$ cat src/rtl/gcbp_pkg.sv
// rtl/gcbp_pkg.sv - shared constants, state encoding and address helper for the GCBP read scheduler
package gcbp_pkg;

  localparam int C_SUBIMAGE_LINES          = 64;
  localparam int C_SUBIMAGE_OFFSET_IN_BRAM = 128;
  localparam int LOC_W                     = 2;
  localparam int ADDR_W                    = 9;
  localparam int OFF_W                     = 6;
  localparam int LINE_W                    = 6;

  typedef enum logic [1:0] {
    S_IDLE  = 2'd0,
    S_LATCH = 2'd1,
    S_RUN   = 2'd2,
    S_DRAIN = 2'd3
  } sched_state_t;

  // Word address of a sub-image line inside a frame location; never wraps for legal inputs.
  function automatic logic [ADDR_W-1:0] bram_addr(input logic [LOC_W-1:0]  loc,
                                                  input logic [LINE_W-1:0] line);
    bram_addr = ADDR_W'(loc) * ADDR_W'(C_SUBIMAGE_OFFSET_IN_BRAM) + ADDR_W'(line);
  endfunction

endpackage

$ cat src/rtl/gcbp_sweep_cnt.sv
// rtl/gcbp_sweep_cnt.sv - nested vertical-offset / line counter with per-offset line bounds
import gcbp_pkg::*;

module gcbp_sweep_cnt #(
  parameter int C_VSEARCH = 2
) (
  input  logic                     clk,
  input  logic                     rst_n,
  input  logic                     init,
  input  logic                     step,
  output logic signed [OFF_W-1:0]  d,
  output logic [LINE_W-1:0]        y,
  output logic                     first,
  output logic                     last,
  output logic                     done
);

  localparam logic signed [OFF_W-1:0] D_MIN     = OFF_W'(-C_VSEARCH);
  localparam logic signed [OFF_W-1:0] D_MAX     = OFF_W'(C_VSEARCH);
  localparam logic [LINE_W-1:0]       LAST_LINE = LINE_W'(C_SUBIMAGE_LINES - 1);

  // Lowest current-frame line whose partner line y+off is still inside the sub-image.
  function automatic logic [LINE_W-1:0] line_lo(input logic signed [OFF_W-1:0] off);
    line_lo = off[OFF_W-1] ? LINE_W'(-off) : '0;
  endfunction

  // Highest current-frame line whose partner line y+off is still inside the sub-image.
  function automatic logic [LINE_W-1:0] line_hi(input logic signed [OFF_W-1:0] off);
    line_hi = (off > 0) ? LAST_LINE - LINE_W'(off) : LAST_LINE;
  endfunction

  logic signed [OFF_W-1:0] d_next;

  assign d_next = d + 6'sd1;
  assign first  = (y == line_lo(d));
  assign last   = (y == line_hi(d));
  assign done   = last && (d == D_MAX);

  // Walk y across the legal window of each offset, then move to the next offset; hold once done.
  always_ff @(posedge clk or negedge rst_n) begin
    if (!rst_n) begin
      d <= '0;
      y <= '0;
    end else if (init) begin
      d <= D_MIN;
      y <= line_lo(D_MIN);
    end else if (step && !done) begin
      if (last) begin
        d <= d_next;
        y <= line_lo(d_next);
      end else begin
        y <= y + 1'b1;
      end
    end
  end

endmodule

$ cat src/rtl/gcbp_corr_read_sched.sv
// rtl/gcbp_corr_read_sched.sv - per-frame correlator read sequencer over the mirrored GCBP BRAMs
import gcbp_pkg::*;

module gcbp_corr_read_sched #(
  parameter int C_VSEARCH = 2
) (
  input  logic             i_clk,
  input  logic             i_resetn,
  input  logic             i_new_frame,
  input  logic [LOC_W-1:0] i_curr_frame_loc,
  input  logic [LOC_W-1:0] i_prev_frame_loc,
  output logic             o_rd_en,
  output logic [8:0]       o_rd_addr_curr,
  output logic [8:0]       o_rd_addr_prev,
  output logic             o_pair_valid,
  input  logic             i_pair_ready,
  output logic [5:0]       o_pair_offset,
  output logic             o_pair_first,
  output logic             o_pair_last,
  output logic             o_pass_done,
  output logic             o_overrun,
  output logic             o_busy
);

  sched_state_t            state;
  logic [1:0]              frames_seen;
  logic [LOC_W-1:0]        r_curr_loc;
  logic [LOC_W-1:0]        r_prev_loc;

  logic signed [OFF_W-1:0] sweep_d;
  logic [LINE_W-1:0]       sweep_y;
  logic [LINE_W-1:0]       prev_line;
  logic                    sweep_first;
  logic                    sweep_last;
  logic                    sweep_done;
  logic                    sweep_init;
  logic                    issue;
  logic                    accept;

  // A read is issued only when the output pair slot is free or being drained this cycle;
  // a new frame pre-empts issuing because the pass is about to restart.
  assign accept      = o_pair_valid && i_pair_ready;
  assign issue       = (state == S_RUN) && !i_new_frame && !(o_pair_valid && !i_pair_ready);
  assign sweep_init  = (state == S_LATCH);
  assign prev_line   = sweep_y + $unsigned(sweep_d);

  assign o_busy         = (state != S_IDLE);
  assign o_rd_en        = issue;
  assign o_rd_addr_curr = issue ? bram_addr(r_curr_loc, sweep_y)   : '0;
  assign o_rd_addr_prev = issue ? bram_addr(r_prev_loc, prev_line) : '0;
  assign o_pass_done    = (state == S_DRAIN) && accept;

  gcbp_sweep_cnt #(
    .C_VSEARCH (C_VSEARCH)
  ) u_sweep (
    .clk   (i_clk),
    .rst_n (i_resetn),
    .init  (sweep_init),
    .step  (issue),
    .d     (sweep_d),
    .y     (sweep_y),
    .first (sweep_first),
    .last  (sweep_last),
    .done  (sweep_done)
  );

  // Frame counting, pass sequencing and the one-deep pair register that mirrors BRAM latency.
  always_ff @(posedge i_clk or negedge i_resetn) begin
    if (!i_resetn) begin
      state         <= S_IDLE;
      frames_seen   <= '0;
      r_curr_loc    <= '0;
      r_prev_loc    <= '0;
      o_pair_valid  <= 1'b0;
      o_pair_offset <= '0;
      o_pair_first  <= 1'b0;
      o_pair_last   <= 1'b0;
      o_overrun     <= 1'b0;
    end else begin
      o_overrun <= 1'b0;

      if (i_new_frame && frames_seen != 2'd3) begin
        frames_seen <= frames_seen + 2'd1;
      end

      if (issue) begin
        o_pair_valid  <= 1'b1;
        o_pair_offset <= sweep_d;
        o_pair_first  <= sweep_first;
        o_pair_last   <= sweep_last;
      end else if (accept || (i_new_frame && o_busy)) begin
        o_pair_valid  <= 1'b0;
      end

      if (i_new_frame && o_busy) begin
        // A frame landing on the final acceptance is a clean hand-off, not an overrun.
        o_overrun <= !o_pass_done;
        state     <= S_LATCH;
      end else begin
        case (state)
          S_IDLE: begin
            if (i_new_frame && frames_seen != 2'd0) state <= S_LATCH;
          end
          S_LATCH: begin
            r_curr_loc <= i_curr_frame_loc;
            r_prev_loc <= i_prev_frame_loc;
            state      <= S_RUN;
          end
          S_RUN: begin
            if (issue && sweep_done) state <= S_DRAIN;
          end
          S_DRAIN: begin
            if (accept) state <= S_IDLE;
          end
          default: state <= S_IDLE;
        endcase
      end
    end
  end

endmodule
$ cat config.mk
export PLATFORM = sky130hd
export DESIGN_NAME = gcbp_corr_read_sched
export DESIGN_NICKNAME = d
export VERILOG_FILES = /design/src/rtl/gcbp_pkg.sv /design/src/rtl/gcbp_sweep_cnt.sv /design/src/rtl/gcbp_corr_read_sched.sv
export SDC_FILE = /design/constraint.sdc
export NUM_CORES = 1
export LEC_CHECK = 0
export ABC_AREA = 1
export CAP_MARGIN = 20
export CORE_ASPECT_RATIO = 0.5
export CORE_MARGIN = 4
export CORE_UTILIZATION = 55
export DETAILED_ROUTE_END_ITERATION = 8
export PLACE_DENSITY_LB_ADDON = 0.2
export SETUP_SLACK_MARGIN = 0.02
export SYNTH_ARGS = -nofsm -noshare
export SYNTH_HDL_FRONTEND = slang
export SYNTH_HIERARCHICAL = 1
export SYNTH_SLANG_ARGS = --single-unit
$ cat constraint.sdc
create_clock -name i_clk -period 4.8 [get_ports i_clk]
set_input_delay 0.72 -clock i_clk [delete_from_list [all_inputs] [get_ports i_clk]]
set_output_delay 0.72 -clock i_clk [all_outputs]
set_load 0.02 [all_outputs]
-- Yosys cells after proc, flatten, opt, wreduce, memory -nomap -nowiden
Cells that the tools add are included.
W data, S select, Z words.
- magnitude comparators: 1
- equal/unequal tests: 10
- add/sub/neg operators: 9
- bitwise operators: 1
- reductions and logical operators: 26
- muxes and demuxes: 19
- operators by type and width (operator ; number):
    $mux W6 ; 9
    $add A9 B6 Y9 ; 2
    $mux W9 ; 2
    $eq A6 B6 Y1 ; 2
    $neg A6 Y6 ; 2
    $logic_and A1 B1 Y1 ; 11
    $reduce_bool A2 Y1 ; 5
    $mux W2 ; 4
    $pmux W2 S4 ; 1
    $add A6 B1 Y6 const B ; 1
    $add A6 B2 Y6 const B ; 1
    $add A6 B6 Y6 ; 1
    $eq A6 B3 Y1 const B ; 1
    $gt A6 B1 Y1 const B ; 1
    $sub A6 B6 Y6 const A ; 1
    $logic_not A1 Y1 ; 5
    $eq A2 B2 Y1 const B ; 2
    $reduce_and A2 Y1 ; 2
    $mux W1 ; 3
    $ne A3 B1 Y1 const B ; 1
    $ne A3 B2 Y1 const B ; 1
    $ne A3 B3 Y1 const B ; 1
    $reduce_and A3 Y1 ; 1
    $add A2 B1 Y2 const B ; 1
    5 further kinds ; 5
- logic and storage cells: 77
- flip-flop bits (word level): 30

-- Depth between registers and ports, before layout
Gate-level depths: netlist of the first run.
- depth in word-level cells: 8
- gate-level depth with buffers: 16

-- Modules after synthesis
The synthesis of the first run kept the hierarchy.
- modules (own cells, without submodules) (module ; cells each ; area each (µm²) ; times used ; seq. area each (µm²)):
    gcbp_sweep_cnt ; 209 ; 1336.3 ; 1 ; 300.3
    gcbp_corr_read_sched ; 165 ; 1189.9 ; 1 ; 450.4

-- Least setup slack after synthesis of the first run
OpenSTA, ideal clock, no wires.
- path kind: register -> output
- start: reg u_sweep.y[0]
- end: out o_rd_addr_prev[4]
- path slack: 2.412 ns
- buffers on the path: 0
- stages on the path, launching flop included: 8
- required time: 4.080 ns
- arrival: 1.668 ns
- cell sequence: dfrtp_1 > ha_1 > fa_1 > nand2_1 > nand2_1 > a21oi_1 > nor2_1 > nor2_1
- word-level cells in the longest chain between the ends: 3
- RTL lines (item ; RTL line ; text):
    start, declared ; gcbp_sweep_cnt.sv:12 ; output logic [LINE_W-1:0] y,
    start signal, assigned ; gcbp_sweep_cnt.sv:46 ; y <= line_lo(D_MIN);
    start signal, assigned ; gcbp_sweep_cnt.sv:50 ; y <= line_lo(d_next);
    start signal, assigned ; gcbp_sweep_cnt.sv:52 ; y <= y + 1'b1;
    $add A6 B6 Y6 ; gcbp_corr_read_sched.sv:45 ; assign prev_line = sweep_y + $unsigned(sweep_d);
    $add A9 B6 Y9 ; gcbp_pkg.sv:21 ; bram_addr = ADDR_W'(loc) * ADDR_W'(C_SUBIMAGE_OFFSET_IN_BRAM) + ADDR_W'(line);
    $mux W9 ; gcbp_corr_read_sched.sv:50 ; assign o_rd_addr_prev = issue ? bram_addr(r_prev_loc, prev_line) : '0;
    end, declared ; gcbp_corr_read_sched.sv:14 ; output logic [8:0] o_rd_addr_prev,
Every way passes these cells.

-- Worst setup path after layout of the first run
- start: in i_pair_ready
- end: out o_rd_addr_prev[2]
- word-level cells in the longest chain between the ends: 5
- RTL lines (item ; RTL line ; text):
    start, declared ; gcbp_corr_read_sched.sv:16 ; input logic i_pair_ready,
    $logic_not A1 Y1 ; gcbp_corr_read_sched.sv:43 ; assign issue = (state == S_RUN) && !i_new_frame && !(o_pair_valid && !i_pair_ready);
    $logic_and A1 B1 Y1 ; gcbp_corr_read_sched.sv:43 ;
    $logic_not A1 Y1 ; gcbp_corr_read_sched.sv:43 ;
    $logic_and A1 B1 Y1 ; gcbp_corr_read_sched.sv:43 ;
    $mux W9 ; gcbp_corr_read_sched.sv:50 ;
Every way passes these cells.

==> metrics.md, run 1 <==
| Metric | Value |
|---|---|
| Top Ports | `39` |
| CTS tree | `done` |
| DR DRC count | `0` |
| 1st-pass router iterations | `4` |
| Initial Utilization | `around 57%` |
| Power Density | `461.9 mW/mm2` |
| Worst reg2reg path depth | `14` |
| Predominant post-synthesis flop cell | `dfrtp_1` |
| Static Leakage | `1.593 nW` |
| Global route hottest layer | `met2` |
| Fin Setup TNS | `0 ns` |
| FILL cells | `around 390` |
| Routed vias/inst | `around 5` |
| CP Max Fanout | `22` |
| Most frequent cells in the layout | `nand2_1, inv_1, nor2_1, nand3_1, clkdlybuf4s50_1` |
| Minimum clock period after layout | `3.582 ns` |
| # rows | `17` |
| Kind of critical path | `primary input to output pin` |
| Final setup violation count | `0` |
| FF+latch count, synth | `30` |
| Data arrival time of the worst path | `~2.9 ns` |
| Clock skew | `roughly 0.0078 ns` |
| Met1 Use GR | `between 20 and 30%` |
| Status | `finished, final reports clean` |
| Met2 usage | `a little under two fifths` |
| Post-synth EDFFs | `0` |
| Post-DR wirelength/cell | `12.44 um` |
| Worst skew pair latency | `between 0.2 and 0.3 ns` |
| Hold-fix buffers at CTS | `0` |
| First-pass GRT wire length | `about 10000 um` |
| Synth Warn # | `6` |
| Total of max-cap violations | `0` |
| Worst Setup Start Kind | `primary input` |
| Port Buffers | `36` |
| Routed Wire Length | `roughly 5800 um` |
| Die area | `slightly below 0.006 mm2` |
| Final max-slew violation count | `0` |
| PostCTS Resize Cnt | `0` |
| Worst Hold Class | `register to register` |
| Initial antenna violation count | `0` |
| Post-DRT Antenna Nets | `0` |
| Antenna diodes | `0` |
| Post-synthesis async set-or-reset flop share | `100.0%` |
| Critical path cell sequence | `clkdlybuf4s50_1 > inv_1 > nand2_1 > nand2_2 > inv_2 > o21ai_0 > a21oi_1 > clkdlybuf4s50_1` |
| Period utilization | `around 75%` |
| Worst Tran Pin Value | `roughly 0.63 ns` |
| Clock Pin Slew Worst Setup and Hold Paths | `~0.06 ns` |
| Netlist cell types | `32` |
| Peak supply drop | `about 0.00028 V` |
| Postcts setup bufs | `0` |
| DR vias | `between 2000 and 2500` |
| Largest net degree at the start of global routing | `31` |
| Cells after synthesis | `374` |
| H-tree Lvls | `2` |
| Vias in the first global route | `around 2300` |
| Reg2reg setup slack | `approximately 2.4 ns` |
| Chip height | `55.92 um` |
| Met3 Resource Use GR | `between 4 and 5%` |
| Max-slew headroom | `58.04%` |
| Clock Path Buffers | `2` |
| Post-Syn Area per Cell | `about 6.8 um2` |
| CTS buffer count | `5` |
| Clock sink total | `30` |
| Yosys top cell area share | `29.72%` |
| Seq/Total Area, Yosys | `29.72%` |
| Commonest non-fill, non-tap cell in the layout | `nand2_1` |
| FMAX | `approximately 0.28 GHz` |
| Hold Crit Depth | `2` |
| Critical Path Max Stage Delay | `0.62 ns` |
| CP Capture Type | `output pin` |
| Fin nets | `about 430` |
| Crit-path slowest cell | `clkdlybuf4s50_1` |
| Routability congestion estimate from global placement | `0.9261` |
| Gr ovfl total | `0` |
| CTS root buf | `clkbuf_8` |
| Setup WS pre-CTS | `around 1.2 ns` |
| Synth area leaders | `dfrtp_1, nand2_1, ha_1, inv_1, nor2_1` |
| CP most frequent cell | `clkdlybuf4s50_1` |
| Final Worst Setup Slack | `about 1.2 ns` |
| Core area | `between 0.004 and 0.005 mm2` |
| Area leader, netlist | `dfrtp_1` |
| Overall Global Routing Usage | `between 20% and 30%` |
| Unrepaired setup endpoints after global routing | `false` |
| Post-DP HPWL | `between 4000 and 5000 um` |
| Syn-to-layout area delta | `18.03%` |
| Die W | `~100 um` |
| Fin. Hold Viols | `0` |
| Required @ worst endpoint | `4.08 ns` |
| Syn Std Cell Area | `~0.0025 mm2` |
| Iter 0 DRT Violations | `154` |
| Ratio of cells with drive above 1 in the final layout | `approximately 7.4%` |
==> synth_stat cells, types with 4 or more instances <==
cell type and count:
buf_2 5, inv_1 51, a21oi_1 9, xnor2_1 4
nor2_1 49, nand4_1 6, dfrtp_1 30, buf_4 4
xor2_1 10, ha_1 17, nand2_2 4, o21ai_0 8
nand3_1 36, nand2_1 112
==> per-layer routing <==
| layer | share of wire (%) | routed length (um) |
|---|---|---|
| met3 | 5.5 | 315 |
| met1 | 47 | 2708 |
| met4 | 0.92 | 53 |
| met5 | 0 | 0 |
| met2 | 47 | 2691 |
==> registers in the layout (all words and copies together), names as in the netlist <==
signal	flops
o_pair_first	1
r_curr_loc	2
u_sweep/d	6
state	2
o_overrun	1
r_prev_loc	2
o_pair_offset	6
frames_seen	2
u_sweep/y	6
o_pair_last	1
o_pair_valid	1
==> worst max-delay path, delay by kind of cell <==
family / cells / cell delay [ns]
buf+inv: 4 / 1.50
simple gates: 2 / 0.37
compound gates: 2 / 0.27
==> final timing paths <==
kind / to / start
max reg2reg: state[1] / u_sweep/d[0]
max in group asynchronous: frames_seen[1] / i_resetn
max: o_rd_addr_prev[2] / i_pair_ready
min: o_pair_last / o_pair_last
min reg2reg: o_pair_last / o_pair_last
min in group asynchronous: state[0] / i_resetn
==> cell families after synthesis <==
group                      after synthesis  share of synthesized area [%]
and+or+nand+nor                        227                          40.71
buffers and inverters                   67                          11.99
DFF                                     30                          29.72
adders and majority gates               18                          9.212
AOI/OAI and AO/OA                       17                          3.368
xor gates and xnor gates                14                          4.854
other                                    1                         0.1484
==> layout make-up <==
cell class              instances  area [um2]  share of cell area [%]
multi-input cells             278        1476                   49.52
clock buffers                   5       68.82                   2.308
flip-flops and latches         30       750.7                   25.18
well taps                      57       71.32                   2.392
clock inverters                 3       40.04                   1.343
inverters                      54       206.4                   6.924
repair buffers                 37       367.9                   12.34
==> metrics by stage <==
step	hold WS (ns)	total power, mW	util (%)	cells	area, um2
finish	0.4819	1.377	67.39	464	2982
global route	0.5128	1.504	67.39	464	2982
CTS	0.4835	1.388	67.39	464	2982
detailed placement	0.4651	1.126	64.93	456	2873
global placement	0.4651	1.103	64.93	456	2873
floorplan	0.4244	0.9116	-	375	2530
==> report_power, final <==
group          total, mW  internal [mW]  switching [mW]
clock network      0.254          0.153           0.101
logic              0.707          0.281           0.425
registers          0.417          0.333          0.0843
total               1.38          0.766           0.611
Note: power is estimated with default switching activity, not from simulation.
==> run 2, diff against run 1 <==
CORE_UTILIZATION = 49   (was 55)
clock period = 3 ns   (was 4.8 ns; I/O delays follow)
==> metrics.md, run 2 (synthesized netlist as in run 1, its figures left out) <==
| Metric | Value |
|---|---|
| Worst Tran Pin Value | `0.6266 ns (-0.002142 ns)` |
| Setup WS pre-CTS | `0.3659 ns (-0.8379 ns)` |
| DR vias | `2395 (+0.34%)` |
| # rows | `18 (+1)` |
| Worst Setup Start Kind | `register` |
| Total of max-cap violations | `0 (unchanged)` |
| Largest registers | `o_pair_offset (6), u_sweep/d (6), u_sweep/y (6)` |
| First-pass GRT wire length | `10160 um (-0.48%)` |
| Peak supply drop | `0.0003623 V (+31%)` |
| Die W | `109.5 um (+5.5%)` |
| Gr ovfl total | `0 (unchanged)` |
| Post-DP HPWL | `4677 um (+10%)` |
| CTS root buf | `clkbuf_8` |
| FMAX | `between 0.3 and 0.4 GHz` |
| Clock skew | `0.006744 ns (-0.001059 ns)` |
| Kind of critical path | `register to output pin` |
| Final Worst Setup Slack | `0.2434 ns (-0.9742 ns)` |
| Most frequent cells in the layout | `nand2_1, inv_1, nor2_1, nand3_1, clkdlybuf4s50_1` |
| Postcts setup bufs | `0 (unchanged)` |
| Total power | `2.136 mW (+55%)` |
| CP Max Fanout | `9 (-59%)` |
| Vias in the first global route | `2223 (-2.3%)` |
| Required @ worst endpoint | `2.55 ns (-1.53 ns)` |
| Initial antenna violation count | `0 (unchanged)` |
| Hold Crit Depth | `2 (unchanged)` |
| Top Ports | `39 (unchanged)` |
| Commonest non-fill, non-tap cell in the layout | `nand2_1` |
| 1st-pass router iterations | `4 (unchanged)` |
| Minimum clock period after layout | `around 2.8 ns` |
| Worst skew pair latency | `0.29 ns (about the same)` |
| Data arrival time of the worst path | `2.31 ns (-0.55 ns)` |
| Clock Pin Slew Worst Setup and Hold Paths | `0.06 ns (about the same)` |
| Unrepaired setup endpoints after global routing | `false` |
| Critical Path Max Stage Delay | `0.62 ns (about the same)` |
| Routed vias/inst | `4.959 (-3.6%)` |
| Routed Wire Length | `6021 um (+4.4%)` |
| CTS buffer count | `5 (unchanged)` |
| Overall Global Routing Usage | `20.06% (-1.5 points)` |
| Antenna diodes | `0 (unchanged)` |
| Port Buffers | `36 (unchanged)` |
| Power Density | `706.6 mW/mm2 (+53%)` |
| Die area | `0.006438 mm2 (+11%)` |
| Period utilization | `between 90% and 100%` |
| Iter 0 DRT Violations | `115 (-25%)` |
| CTS tree | `done` |
| Fin Setup TNS | `0 ns (unchanged)` |
| Critical path cell sequence | `ha_1 > fa_1 > inv_1 > nor2_1 > clkdlybuf4s50_1` |
| Post-Place Cell Area | `0.002942 mm2 (+2.4%)` |
| Clock sink total | `30 (unchanged)` |
| Fin nets | `439 (+1.6%)` |
| Static Leakage | `1.630 nW (+2.3%)` |
| Post-DRT Antenna Nets | `0 (unchanged)` |
| Largest net degree at the start of global routing | `31 (unchanged)` |
| Worst Hold Class | `register to register` |
| Clock Path Buffers | `2 (unchanged)` |
| Fin. Hold Viols | `0 (unchanged)` |
| Chip height | `58.77 um (+5.1%)` |
| Post-DR wirelength/cell | `12.47 um (+0.25%)` |
| Routability congestion estimate from global placement | `0.9098 (-1.8%)` |
| Ratio of cells with drive above 1 in the final layout | `8.717% (+1.3 points)` |
| Worst reg2reg path depth | `16 (+2)` |
| DR DRC count | `0 (unchanged)` |
| Crit-path slowest cell | `clkdlybuf4s50_1` |
| H-tree Lvls | `2 (unchanged)` |
| Core area | `0.004955 mm2 (+12%)` |
| Initial Utilization | `50.98% (-6.1 points)` |
| Syn-to-layout area delta | `19.66%` |
| Final setup violation count | `0 (unchanged)` |
| Post-route design area | `0.003023 mm2 (+1.4%)` |
| CP Capture Type | `output pin` |
| Final max-slew violation count | `0 (unchanged)` |
| Status | `finished, final reports clean` |
| Max-slew headroom | `58.18% (+0.14 points)` |
==> run 2: cell count changes in the layout (fill, tap and decap cells not counted), sizes merged <==
cell,change
buf,+7
bufinv,-1
clkdlybuf4s50,-1
dlymetal6s2s,+1
==> run 2: stage by stage <==
step                hold WS, ns  utilization (%)  std cells
floorplan                0.1544                -        375
CTS                      0.4857            60.96        483
finish                   0.4841            61.01        483
global placement         0.4627            59.37        476
global route             0.5150            61.01        483
detailed placement       0.4698            59.37        476
==> run 2: per-layer routing <==
metal,wire (um),GRT usage [%]
met1,2845,27.40
met4,70,7.282
met2,2611,31.66
met5,0,0
met3,494,4.272
==> run 2: layout make-up <==
cell class	instances	area (um2)
multi-input combinational	278	1476
tap	70	87.58
fill	465	1932
inverter	54	206.4
clock inverter	2	10.01
clock buffer	5	68.82
timing repair buffer	44	422.9
sequential	30	750.7
==> run 2: what timing repair did <==
item / CTS / global route
hold buffers: 0 / 0
endpoints found under the hold margin: 0 / 0
gates resized for setup: 0 / 1
setup endpoints to repair: 0 / 1
==> run 2: final timing paths <==
path / start / to / slack, ns
setup reg to reg: u_sweep/d[0] / state[0] / 0.72
hold reg to reg: o_pair_offset[4] / o_pair_offset[4] / 0.48
setup / recovery: u_sweep/y[0] / o_rd_addr_prev[1] / 0.24
hold / removal: o_pair_offset[4] / o_pair_offset[4] / 0.48
max in group asynchronous: i_resetn / u_sweep/y[2] / 2.16
min in group asynchronous: i_resetn / frames_seen[1] / 0.56
==> run 2: where the power goes <==
part           switching (mW)  leakage (nW)  total [mW]  internal (mW)
clock                   0.148        0.0438       0.303          0.155
sequential              0.110         0.355       0.643          0.533
combinational           0.718          1.23        1.19          0.472
total                   0.976          1.63        2.14           1.16
==> run 2: critical path: cells and delay by family, from the launching register on <==
| kind | cells | cell delay [ns] |
|---|---|---|
| adders and majority gates | 2 | 0.76 |
| and+or+nand+nor | 1 | 0.12 |
| DFF | 1 | 0.48 |
| buffers and inverters | 2 | 0.66 |
